==> src/rtl/bcd_counter6.sv <==
// bcd_counter6: six-digit BCD up/down counter driven by a prescaler.
// The prescaler counts enabled clk cycles. On its terminal cycle one count
// step is applied to the six BCD digits: +1 when up=1, -1 when up=0.
//
// Ports
//   clk      system clock; all state changes on its rising edge
//   rst      asynchronous active-high reset
//   en       1 = prescaler runs and steps are applied, 0 = full hold
//   up       count direction, sampled on the step cycle (1 = increment)
//   load     synchronous load strobe; has priority over en and over a step
//   load_val six BCD nibbles to load; nibbles above 9 are clamped to 9
//   digits   six BCD nibbles; [3:0] is digit 0 (HEX0)
//   step     one-cycle pulse on the cycle after a step is applied
//   wrap     one-cycle pulse after 999999->000000 or 000000->999999
//
// Optional feature: define BCD_COUNTER6_LZB_EN to enable leading-zero
// blanking on digits. Blanked digits are output as 4'hF, digit 0 is never
// blanked, and the internal count is not changed.

module bcd_counter6 #(
   parameter int unsigned TICK_DIV = 16666666
) (
   input  logic        clk,
   input  logic        rst,
   input  logic        en,
   input  logic        up,
   input  logic        load,
   input  logic [23:0] load_val,
   output logic [23:0] digits,
   output logic        step,
   output logic        wrap
);

   localparam logic [24:0] TC = 25'(TICK_DIV - 1);

   logic [24:0] presc_q, presc_d;
   logic [23:0] digits_q, digits_d;
   logic        step_q, step_d;
   logic        wrap_q, wrap_d;

   logic        tick;
   logic [23:0] count_nxt;
   logic        roll;
   logic [23:0] load_clamped;

   assign tick = en && (presc_q == TC);

   // Ripple the carry or borrow through all six digits in a single cycle.
   // If it is still pending after digit 5, the whole count rolled over.
   always_comb begin
      logic       cy;
      logic [3:0] dig;
      cy        = 1'b1;
      count_nxt = digits_q;
      for (int i = 0; i < 6; i++) begin
         dig = digits_q[4*i +: 4];
         if (cy) begin
            if (up) begin
               if (dig >= 4'd9) begin
                  count_nxt[4*i +: 4] = 4'd0;
               end else begin
                  count_nxt[4*i +: 4] = dig + 4'd1;
                  cy = 1'b0;
               end
            end else begin
               if (dig == 4'd0) begin
                  count_nxt[4*i +: 4] = 4'd9;
               end else begin
                  count_nxt[4*i +: 4] = dig - 4'd1;
                  cy = 1'b0;
               end
            end
         end
      end
      roll = cy;
   end

   always_comb begin
      load_clamped = load_val;
      for (int i = 0; i < 6; i++) begin
         if (load_val[4*i +: 4] > 4'd9) begin
            load_clamped[4*i +: 4] = 4'd9;
         end
      end
   end

   always_comb begin
      presc_d  = presc_q;
      digits_d = digits_q;
      step_d   = 1'b0;
      wrap_d   = 1'b0;
      if (load) begin
         // A load wins over a step that falls on the same cycle.
         presc_d  = '0;
         digits_d = load_clamped;
      end else if (en) begin
         if (tick) begin
            presc_d  = '0;
            digits_d = count_nxt;
            step_d   = 1'b1;
            wrap_d   = roll;
         end else begin
            presc_d = presc_q + 25'd1;
         end
      end
   end

   always_ff @(posedge clk or posedge rst) begin
      if (rst) begin
         presc_q  <= '0;
         digits_q <= '0;
         step_q   <= 1'b0;
         wrap_q   <= 1'b0;
      end else begin
         presc_q  <= presc_d;
         digits_q <= digits_d;
         step_q   <= step_d;
         wrap_q   <= wrap_d;
      end
   end

`ifdef BCD_COUNTER6_LZB_EN
   // Scan from the top digit down. Zeros are blanked until the first
   // non-zero digit is reached.
   always_comb begin
      logic blank;
      blank  = 1'b1;
      digits = digits_q;
      for (int i = 5; i >= 1; i--) begin
         if (digits_q[4*i +: 4] != 4'd0) begin
            blank = 1'b0;
         end
         if (blank) begin
            digits[4*i +: 4] = 4'hF;
         end
      end
   end
`else
   assign digits = digits_q;
`endif

   assign step = step_q;
   assign wrap = wrap_q;

endmodule

==> config.mk <==
export PLATFORM = sky130hd
export DESIGN_NAME = bcd_counter6
export DESIGN_NICKNAME = d
export VERILOG_FILES = /design/src/rtl/bcd_counter6.sv
export SDC_FILE = /design/constraint.sdc
export NUM_CORES = 1
export LEC_CHECK = 0
export ABC_AREA = 1
export CORE_ASPECT_RATIO = 0.9
export CORE_MARGIN = 2
export CORE_UTILIZATION = 55
export CTS_BUF_LIST = sky130_fd_sc_hd__clkbuf_4 sky130_fd_sc_hd__clkbuf_8
export DETAILED_ROUTE_END_ITERATION = 10
export GPL_TIMING_DRIVEN = 1
export PLACE_DENSITY = 0.8
export RECOVER_POWER = 50
export REMOVE_ABC_BUFFERS = 1
export SLEW_MARGIN = 20
export SYNTH_ARGS = -nofsm -noshare
export SYNTH_HDL_FRONTEND = slang
export SYNTH_SLANG_ARGS = --single-unit
==> constraint.sdc <==
create_clock -name clk -period 2.1 [get_ports clk]
set_input_delay 0.315 -clock clk [delete_from_list [all_inputs] [get_ports clk]]
set_output_delay 0.315 -clock clk [all_outputs]
set_load 0.1 [all_outputs]
==> metrics, run 1 <==
outcome=complete, no violations; Synth area leaders=dfrtp_1 30%, nand2_1 14%, nand3_1 9.1%; vias=around 4400; Sink Count=51; core area=approximately 7500 sq um; Synth async-reset ratio=1.00; #FFs+latches synth=about 50; Final Core Density=0.663; hold slack=roughly 0.56 ns; final WL=10.9 mm; reg2reg start=digits[1]$_DFFE_PP0P_; DP Cell Count=approximately 800; Post-synth EDFFs=0; Worst-Skew Late Latency=0.31 ns; Placed Area=4890 sq um; Rows=30; H-Tree Depth=2; clk root buf=clkbuf_8; RSZ-0062 raised after global routing=no; Pre-antenna DRT Iters=5; Die X=96.6 microns; Critical Path Max Stage Delay=~0.45 ns; Die Area=8430 sq um; initial core utilization=0.565; synth warn=0; Max Slew Vio Count=0; FF-to-FF End=digits[14]$_DFFE_PP0P_; cell with the most instances after synthesis=nand2_1; biggest area consumer among synthesized cells=dfrtp_1; Psw=about 0.0015 W; Crit Path Max Fanout=5; Most common cell on crit path=nand2_1; hold_buf cts=0; number of DRC markers in iteration 0=289; Gate power share=0.454; Max Cap Viol=0; Clock transition at path regs=0.11 ns; DIE HEIGHT=between 80 and 90 microns; Area Overhead vs Synth=17.4%; Antenna Violating Nets Remaining=0; hpwl dp=8.33 mm; Crit path required time=2.29 ns; internal power=0.00172 W; worst-path cell chain=inv_1, ha_2, nand2_1, o21ai_2, nand2_2, nor2_4, nand2_1, nand2_2, nand2_2, nand2_1, nand2_1; hold path depth=2; Hold Path Class=flop to flop; first-pass GRT wire length=18.0 mm; number of global-route vias before repair=4035; crit path buf inv count=1; Bufs on Longest Clock Path=2; post-route cell area=4980 sq um; post-DR vias/cell=5.50; Total GRT Usage=0.266; worst-case reg-to-reg path depth=11; top-area cell type share of the netlist area=0.301; Hold Path End=presc_q[22]$_DFFE_PP0P_; global placer's final weighted congestion=~0.96; final count of hold timing violations=0; hold wc startpoint=presc_q[22]$_DFFE_PP0P_; Flop pwr share=0.365; Peak VDD IR=about 0.54 mV; crit path DAT=approximately 2.2 ns; Slowest-stage cell, CP=dfrtp_1; aggregate global routing overflow=0; Mapped Cells=between 600 and 700; Top delay family on crit path=simple AND/OR/NAND/NOR gates; highest clock rate=about 500 MHz; Final Setup Violations=0; # port buffers=54; Synth cell types=40; Ant. Diodes=0; total CTS buffers=5; Critical Path Sink Type=flop; Non-Filler Instances=808; R2R Setup Slk=about 0.14 ns; power per cell area=641 nW/um^2; setup TNS=0 ns; Slew @ Worst Pin=around 1.3 ns; crit start category=flop; Synth Flop Type=dfrtp_1; Synth top cells by count=163 x nand2_1, 84 x nor2_1, 77 x inv_1, 77 x nand3_1, 51 x dfrtp_1; LEAKAGE=2.34 nW; Mapped Avg Cell Area=6.55 sq um; post-DR wirelength/cell=13.5 microns; # IOs=55; layout cell share with drive strength beyond 1=0.126; clock network fraction of design power=0.181; largest net degree at the start of global routing=52; initial antenna violation count=0; Final nets=761; sequential area share after synthesis=0.301; WS Path Type=flop to flop; slew margin rel.=0.118; crit path time final=1.96 ns; sw frac=0.460; Setup Skew=between 0.015 and 0.02 ns; fin crit share=0.933; drc violations=0; CTS tree=done; synthesized cell area=around 4200 sq um
worst max path at each step:
stage / start / endpoint / slack (ns) / depth (start not counted)
after detailed placement: up / digits[16]$_DFFE_PP0P_ / 0.13 / 10
after global placement: en / digits[18]$_DFFE_PP0P_ / 0.17 / 10
after global routing: digits[8]$_DFFE_PP0P_ / digits[21]$_DFFE_PP0P_ / 0.002 / 12
after floorplan: digits[0]$_DFFE_PP0P_ / digits[14]$_DFFE_PP0P_ / -0.38 / 12
final: digits[1]$_DFFE_PP0P_ / digits[14]$_DFFE_PP0P_ / 0.14 / 11
after CTS: digits[8]$_DFFE_PP0P_ / digits[16]$_DFFE_PP0P_ / 0.12 / 11
through the flow:
stage | power (W) | setup slack [ns]
final | 0.00319 | 0.140
after global routing | 0.00339 | 0.00246
after CTS | 0.00320 | 0.116
after detailed placement | 0.00263 | 0.129
after global placement | 0.00260 | 0.165
after floorplan | 0.00224 | -0.378
layer usage:
metal | wire length, microns | up-vias | global-route usage
met2 | 4880 | 189 | 0.423
met4 | 114 | 0 | 0.0563
met1 | 5060 | 2011 | 0.377
met5 | 0 | - | 0
met3 | 832 | 14 | 0.0511
li1 | - | 2230 | -
registers in the layout (all words and copies together) (netlist names):
register and count:
digits 24, presc_q 25, step 1, wrap 1
repair_timing:
action | 4_1_cts | 5_1_grt
resized for setup | 0 | 10
setup buffers | 0 | 2
endpoints found under the setup margin | 0 | 16
power groups by stage:
stage	sequential (W)	combinational, W	clock [W]
final	0.00117	0.00145	0.000577
after detailed placement	0.00118	0.00144	0
after global placement	0.00118	0.00141	0
after global routing	0.00118	0.00158	0.000629
after floorplan	0.00165	0.000593	0
after CTS	0.00116	0.00145	0.000591
logic make-up (layout without fill, tap and decap cells):
family / count (synthesis) / in the layout / share of synthesized area
xor+xnor: 16 / 16 / 0.0330
fa+ha+maj: 21 / 21 / 0.0620
flops: 51 / 51 / 0.301
buf+inv: 99 / 164 / 0.0959
simple gates: 376 / 376 / 0.395
compound gates: 84 / 84 / 0.114
final cells by class:
| cell class | count | area (sq um) |
|---|---|---|
| multi-input combinational | 497 | 2580 |
| timing repair buffer | 73 | 601 |
| tap | 96 | 120 |
| sequential | 51 | 1280 |
| inverter | 83 | 312 |
| clock buffer | 6 | 76.3 |
| fill | 681 | 2530 |
| clock inverter | 2 | 12.5 |
layout by cell type, fill, tap and decap left out, drive strengths merged, types with 2 or more instances in the layout:
cell type        n
a21oi           17
xnor2            9
buf             33
a211oi           2
clkbuf          18
a31oi            3
nor3            18
xor2             7
nand3b           3
ha              21
nor2            90
clkinv           2
o22ai            7
or2              2
nand2          169
clkdlybuf4s50   27
nor3b            3
inv             82
nand3           80
o211ai           5
dfrtp           51
nand4           10
o21a             2
o21ai           46
tightest hold or removal path, cell delays in order, from the launching register on:
cell,delay [ns]
dfrtp_1,0.40
nand2_1,0.07
nand2_1,0.06
No activity file was read; power rests on OpenSTA's default activity.
==> run 2, diff against run 1 <==
- CTS_BUF_LIST: sky130_fd_sc_hd__clkbuf_4 sky130_fd_sc_hd__clkbuf_8 -> default
==> metrics, run 2 (synthesis results as in run 1) <==
Rows=30; crit path time final=around 1.9 ns; Slowest-stage cell, CP=dfrtp_1; commonest non-fill, non-tap cell in the layout=nand2_1; H-Tree Depth=2; RSZ-0062 raised after global routing=no; crit start category=flop; Area Overhead vs Synth=17.0%; Antenna Violating Nets Remaining=0; CTS tree=done; highest metal used=met4; Ant. Diodes=0; final WL=10.9 mm; Setup Skew=between 0.015 and 0.02 ns; first-pass GRT wire length=18.0 mm; Non-Filler Instances=between 800 and 900; Worst-Skew Late Latency=0.31 ns; Critical Path Sink Type=flop; # IOs=55; Critical Path Max Stage Delay=roughly 0.45 ns; Slew @ Worst Pin=1.33 ns; Pre-antenna DRT Iters=5; number of DRC markers in iteration 0=273; Final Setup Violations=0; global placer's final weighted congestion=approximately 0.96; Sink Count=between 50 and 60; final count of hold timing violations=0; drc violations=0; R2R Setup Slk=0.15 ns; met3 wire length=820 microns; fin crit share=0.928; WS Path Type=flop to flop; slew margin rel.=0.111; Die X=96.6 microns; aggregate global routing overflow=0; largest net degree at the start of global routing=52; Hold Path Class=flop to flop; leading cell types in the layout, fill and taps excluded=161 x nand2_1, 84 x nor2_1, 77 x nand3_1, 74 x inv_1, 50 x dfrtp_1; M1 WL=approximately 5.0 mm; DP Cell Count=798; Clock transition at path regs=0.11 ns; worst-path cell chain=inv_1, ha_2, nand2_1, o21ai_2, nand2_2, nor2_4, nand2_1, nand2_2, nand2_2, nand2_1, nand2_1; post-route cell area=approximately 5000 sq um; Crit Path Max Fanout=5; Total GRT Usage=0.266; max reg flops=25; Bufs on Longest Clock Path=2; hold path depth=2; total CTS buffers=5; highest clock rate=513 MHz; layout cell share with drive strength beyond 1=0.122; Final nets=760; hpwl dp=8.33 mm; Top reg by flops=presc_q; Top delay family on crit path=simple AND/OR/NAND/NOR gates; Max Cap Viol=0; DR WL met2=4.90 mm; Pwr Total=0.00318 W; initial antenna violation count=0; power per cell area=around 640 nW/um^2; Placed Area=4890 sq um; hold_buf cts=0; post-DR vias/cell=~5.5; initial core utilization=0.565; LEAKAGE=roughly 2.3 nW; vias=about 4400; # port buffers=54; Max Slew Vio Count=0; worst-case reg-to-reg path depth=11; Die Area=8430 sq um; hold slack=between 0.5 and 0.6 ns; setup TNS=0 ns; DIE HEIGHT=87.3 microns; core area=7510 sq um; Most common cell on crit path=nand2_1; Peak VDD IR=around 0.54 mV; crit path DAT=around 2.1 ns; Critical Path Stages=11; number of global-route vias before repair=4035; Crit path required time=2.29 ns; post-DR wirelength/cell=13.4 microns; outcome=complete, no violations; crit path buf inv count=1; clk root buf=clkbuf_8
==> run 2: where the power goes <==
part | total (W) | internal (W) | switching, W
Combinational | 0.00144 | 0.000420 | 0.00102
Sequential | 0.00117 | 0.00105 | 0.000116
Clock | 0.000569 | 0.000234 | 0.000335
Total | 0.00318 | 0.00170 | 0.00147
==> run 2: worst register-to-register path, delay by kind of cell, from the launching register on <==
kind	cells	cell delay [ns]
fa+ha+maj	1	0.25
simple gates	8	0.82
flops	1	0.45
compound gates	1	0.18
buf+inv	1	0.14
==> run 2: area by class of cell <==
| type | instances | area (sq um) |
|---|---|---|
| well taps | 96 | 120 |
| inverters | 83 | 312 |
| repair buffers | 72 | 591 |
| flip-flops and latches | 51 | 1280 |
| clock inverters | 2 | 12.5 |
| fillers | 684 | 2550 |
| clock buffers | 6 | 72.6 |
| multi-input cells | 497 | 2580 |
==> run 2: what timing repair did <==
item / CTS / global route
buffers inserted: 0 / 1
gates resized for setup: 0 / 9
endpoints found under the setup margin: 0 / 16
==> run 2: worst paths after layout <==
| path | startpoint | endpoint |
|---|---|---|
| worst max-delay path | digits[1]$_DFFE_PP0P_ | digits[14]$_DFFE_PP0P_ |
| worst min-delay path | presc_q[22]$_DFFE_PP0P_ | presc_q[22]$_DFFE_PP0P_ |
| worst max register to register | digits[1]$_DFFE_PP0P_ | digits[14]$_DFFE_PP0P_ |
| worst min register to register | presc_q[22]$_DFFE_PP0P_ | presc_q[22]$_DFFE_PP0P_ |
| max in group asynchronous | rst | digits[4]$_DFFE_PP0P_ |
| min in group asynchronous | rst | wrap$_DFF_PP0_ |
==> run 2: metrics by stage <==
step / utilization / worst slack (ns)
after floorplan: - / -0.378
after global placement: 0.652 / 0.165
after detailed placement: 0.652 / 0.129
after CTS: 0.663 / 0.116
after global routing: 0.661 / 0.0107
final: 0.661 / 0.151
==> run 2: per-layer routing <==
metal  track usage  vias up
met2         0.422      179
met5             0        -
li1              -     2223
met3        0.0485        8
met1         0.380     2008
met4        0.0563        0
==> run 3, diff against run 2 <==
- PLACE_DENSITY: 0.8 -> 0.89
==> metrics, run 3 (synthesis results as in run 1) <==
outcome=complete, no violations; Die Area=8430 sq um; Critical Path Sink Type=flop; Worst-Skew Late Latency=around 0.30 ns; Ant. Diodes=0; hpwl dp=8.68 mm; Most common cell on crit path=nand2_1; Final Setup Violations=0; # port buffers=54; FF-to-FF End=digits[23]$_DFFE_PP0P_; post-DR vias/cell=about 5.7; GRT busiest layer=met2; Area Overhead vs Synth=16.4%; LEAKAGE=2.32 nW; Final nets=756; # IOs=55; largest net degree at the start of global routing=36; worst-path cell chain=inv_1, ha_1, nand2_1, nor2_1, nor2_1, inv_1, nand2_1, nor2_2, nand3_1, nand2_1, nand3_1, nand2_1; Max Slew Vio Count=0; Crit Path Max Fanout=5; Peak VDD IR=0.503 mV; RSZ-0062 raised after global routing=no; Setup Skew=0.00766 ns; DIE HEIGHT=87.3 microns; Final Core Density=0.658; leading cell types in the layout, fill and taps excluded=162 x nand2_1, 84 x nor2_1, 76 x nand3_1, 76 x inv_1, 49 x dfrtp_1; core area=between 7000 and 8000 sq um; crit start category=flop; max reg flops=25; commonest non-fill, non-tap cell in the layout=nand2_1; Pwr Total=roughly 0.0032 W; highest clock rate=512 MHz; power per cell area=643 nW/um^2; clk root buf=clkbuf_8; layout cell share with drive strength beyond 1=0.116; met3 Resource Use GR=0.0381; hold_buf cts=0; Critical Path Max Stage Delay=0.43 ns; Total GRT Usage=0.272; WS Path Type=flop to flop; crit path time final=1.95 ns; CTS tree=done; Top reg by flops=presc_q; slew margin rel.=0.429; fin crit share=0.930; final count of hold timing violations=0; Die X=between 90 and 100 microns; Antenna Violating Nets Remaining=0; Bufs on Longest Clock Path=2; number of DRC markers in iteration 0=350; Hold Path Class=input port to async pin; post-DR wirelength/cell=around 14 microns; Pre-antenna DRT Iters=5; Max Cap Viol=0; Clock transition at path regs=0.09 ns; aggregate global routing overflow=0; crit path DAT=between 2 and 2.5 ns; H-Tree Depth=2; Slew @ Worst Pin=0.857 ns; drc violations=0; Top delay family on crit path=simple AND/OR/NAND/NOR gates; initial antenna violation count=0; Rows=30; first-pass GRT wire length=approximately 18 mm; number of global-route vias before repair=4137; reg2reg start=digits[9]$_DFFE_PP0P_; grt met2 use=0.439; Crit path required time=2.35 ns; total CTS buffers=5; crit path buf inv count=2; R2R Setup Slk=0.15 ns; Sink Count=51; worst-case reg-to-reg path depth=12; final WL=11.3 mm; initial core utilization=0.565; Slowest-stage cell, CP=dfrtp_1; global placer's final weighted congestion=between 0.9 and 1; vias=4578; met1 GRT Util=0.384
## run 3: cell types whose count changed in the layout (fill, tap and decap cells not counted), sizes merged
cell and delta:
buf -5, clkbuf +2, clkinv -1, clkinvlp -1, inv +1
## run 3: timing repair
item / CTS / global route
buffers inserted: 0 / 0
gates resized for setup: 0 / 8
endpoints found under the setup margin: 0 / 16
## run 3: final cells by class
cell class                      count  area (sq um)
Tap cell                           96           120
Timing Repair Buffer               68           571
Multi-Input combinational cell    497          2570
Sequential cell                    51          1280
Clock buffer                        7          76.3
Fill cell                         675          2570
Clock inverter                      1          5.00
Inverter                           83           312
## run 3: per-layer routing
metal | up-vias | share of wire | wire length (microns)
li1 | 2220 | - | -
met1 | 2131 | 0.45 | 5110
met2 | 212 | 0.46 | 5180
met3 | 15 | 0.076 | 863
met4 | 0 | 0.012 | 137
met5 | - | 0 | 0
## run 3: worst reg2reg max path, stage by stage (launching register included)
cell and delay (ns):
dfrtp_1 0.43, inv_1 0.17, ha_1 0.24, nand2_1 0.12, nor2_1 0.14, nor2_1 0.08
inv_1 0.06, nand2_1 0.07, nor2_2 0.17, nand3_1 0.12, nand2_1 0.14, nand3_1 0.09
nand2_1 0.07
## run 3: worst max-delay path by stage
stage / slack [ns] / to / from / cells past startpoint
2_1_floorplan: -0.38 / digits[14]$_DFFE_PP0P_ / digits[0]$_DFFE_PP0P_ / 12
3_3_place_gp: 0.10 / presc_q[18]$_DFFE_PP0P_ / en / 9
3_5_place_dp: 0.07 / presc_q[18]$_DFFE_PP0P_ / en / 9
4_1_cts: 0.11 / digits[13]$_DFFE_PP0P_ / digits[4]$_DFFE_PP0P_ / 14
5_1_grt: 0.007 / digits[23]$_DFFE_PP0P_ / digits[9]$_DFFE_PP0P_ / 11
6_report: 0.15 / digits[23]$_DFFE_PP0P_ / digits[9]$_DFFE_PP0P_ / 12
## run 3: per-stage QoR
step                      setup TNS, ns  hold WS, ns  instance area, sq um  std cells  worst slack [ns]
after global routing                  0        0.584                  4940        803           0.00690
final                                 0        0.548                  4940        803             0.146
after detailed placement              0        0.534                  4880        795            0.0670
after global placement                0        0.532                  4880        795             0.101
after CTS                             0        0.330                  4960        803             0.115
after floorplan                   -6.30        0.394                  4150        631            -0.378
## run 3: power by group
part           total, W  internal (W)  switching (W)
clock          0.000559      0.000235       0.000323
combinational   0.00144      0.000410        0.00103
sequential      0.00118       0.00105       0.000127
total           0.00318       0.00169        0.00148
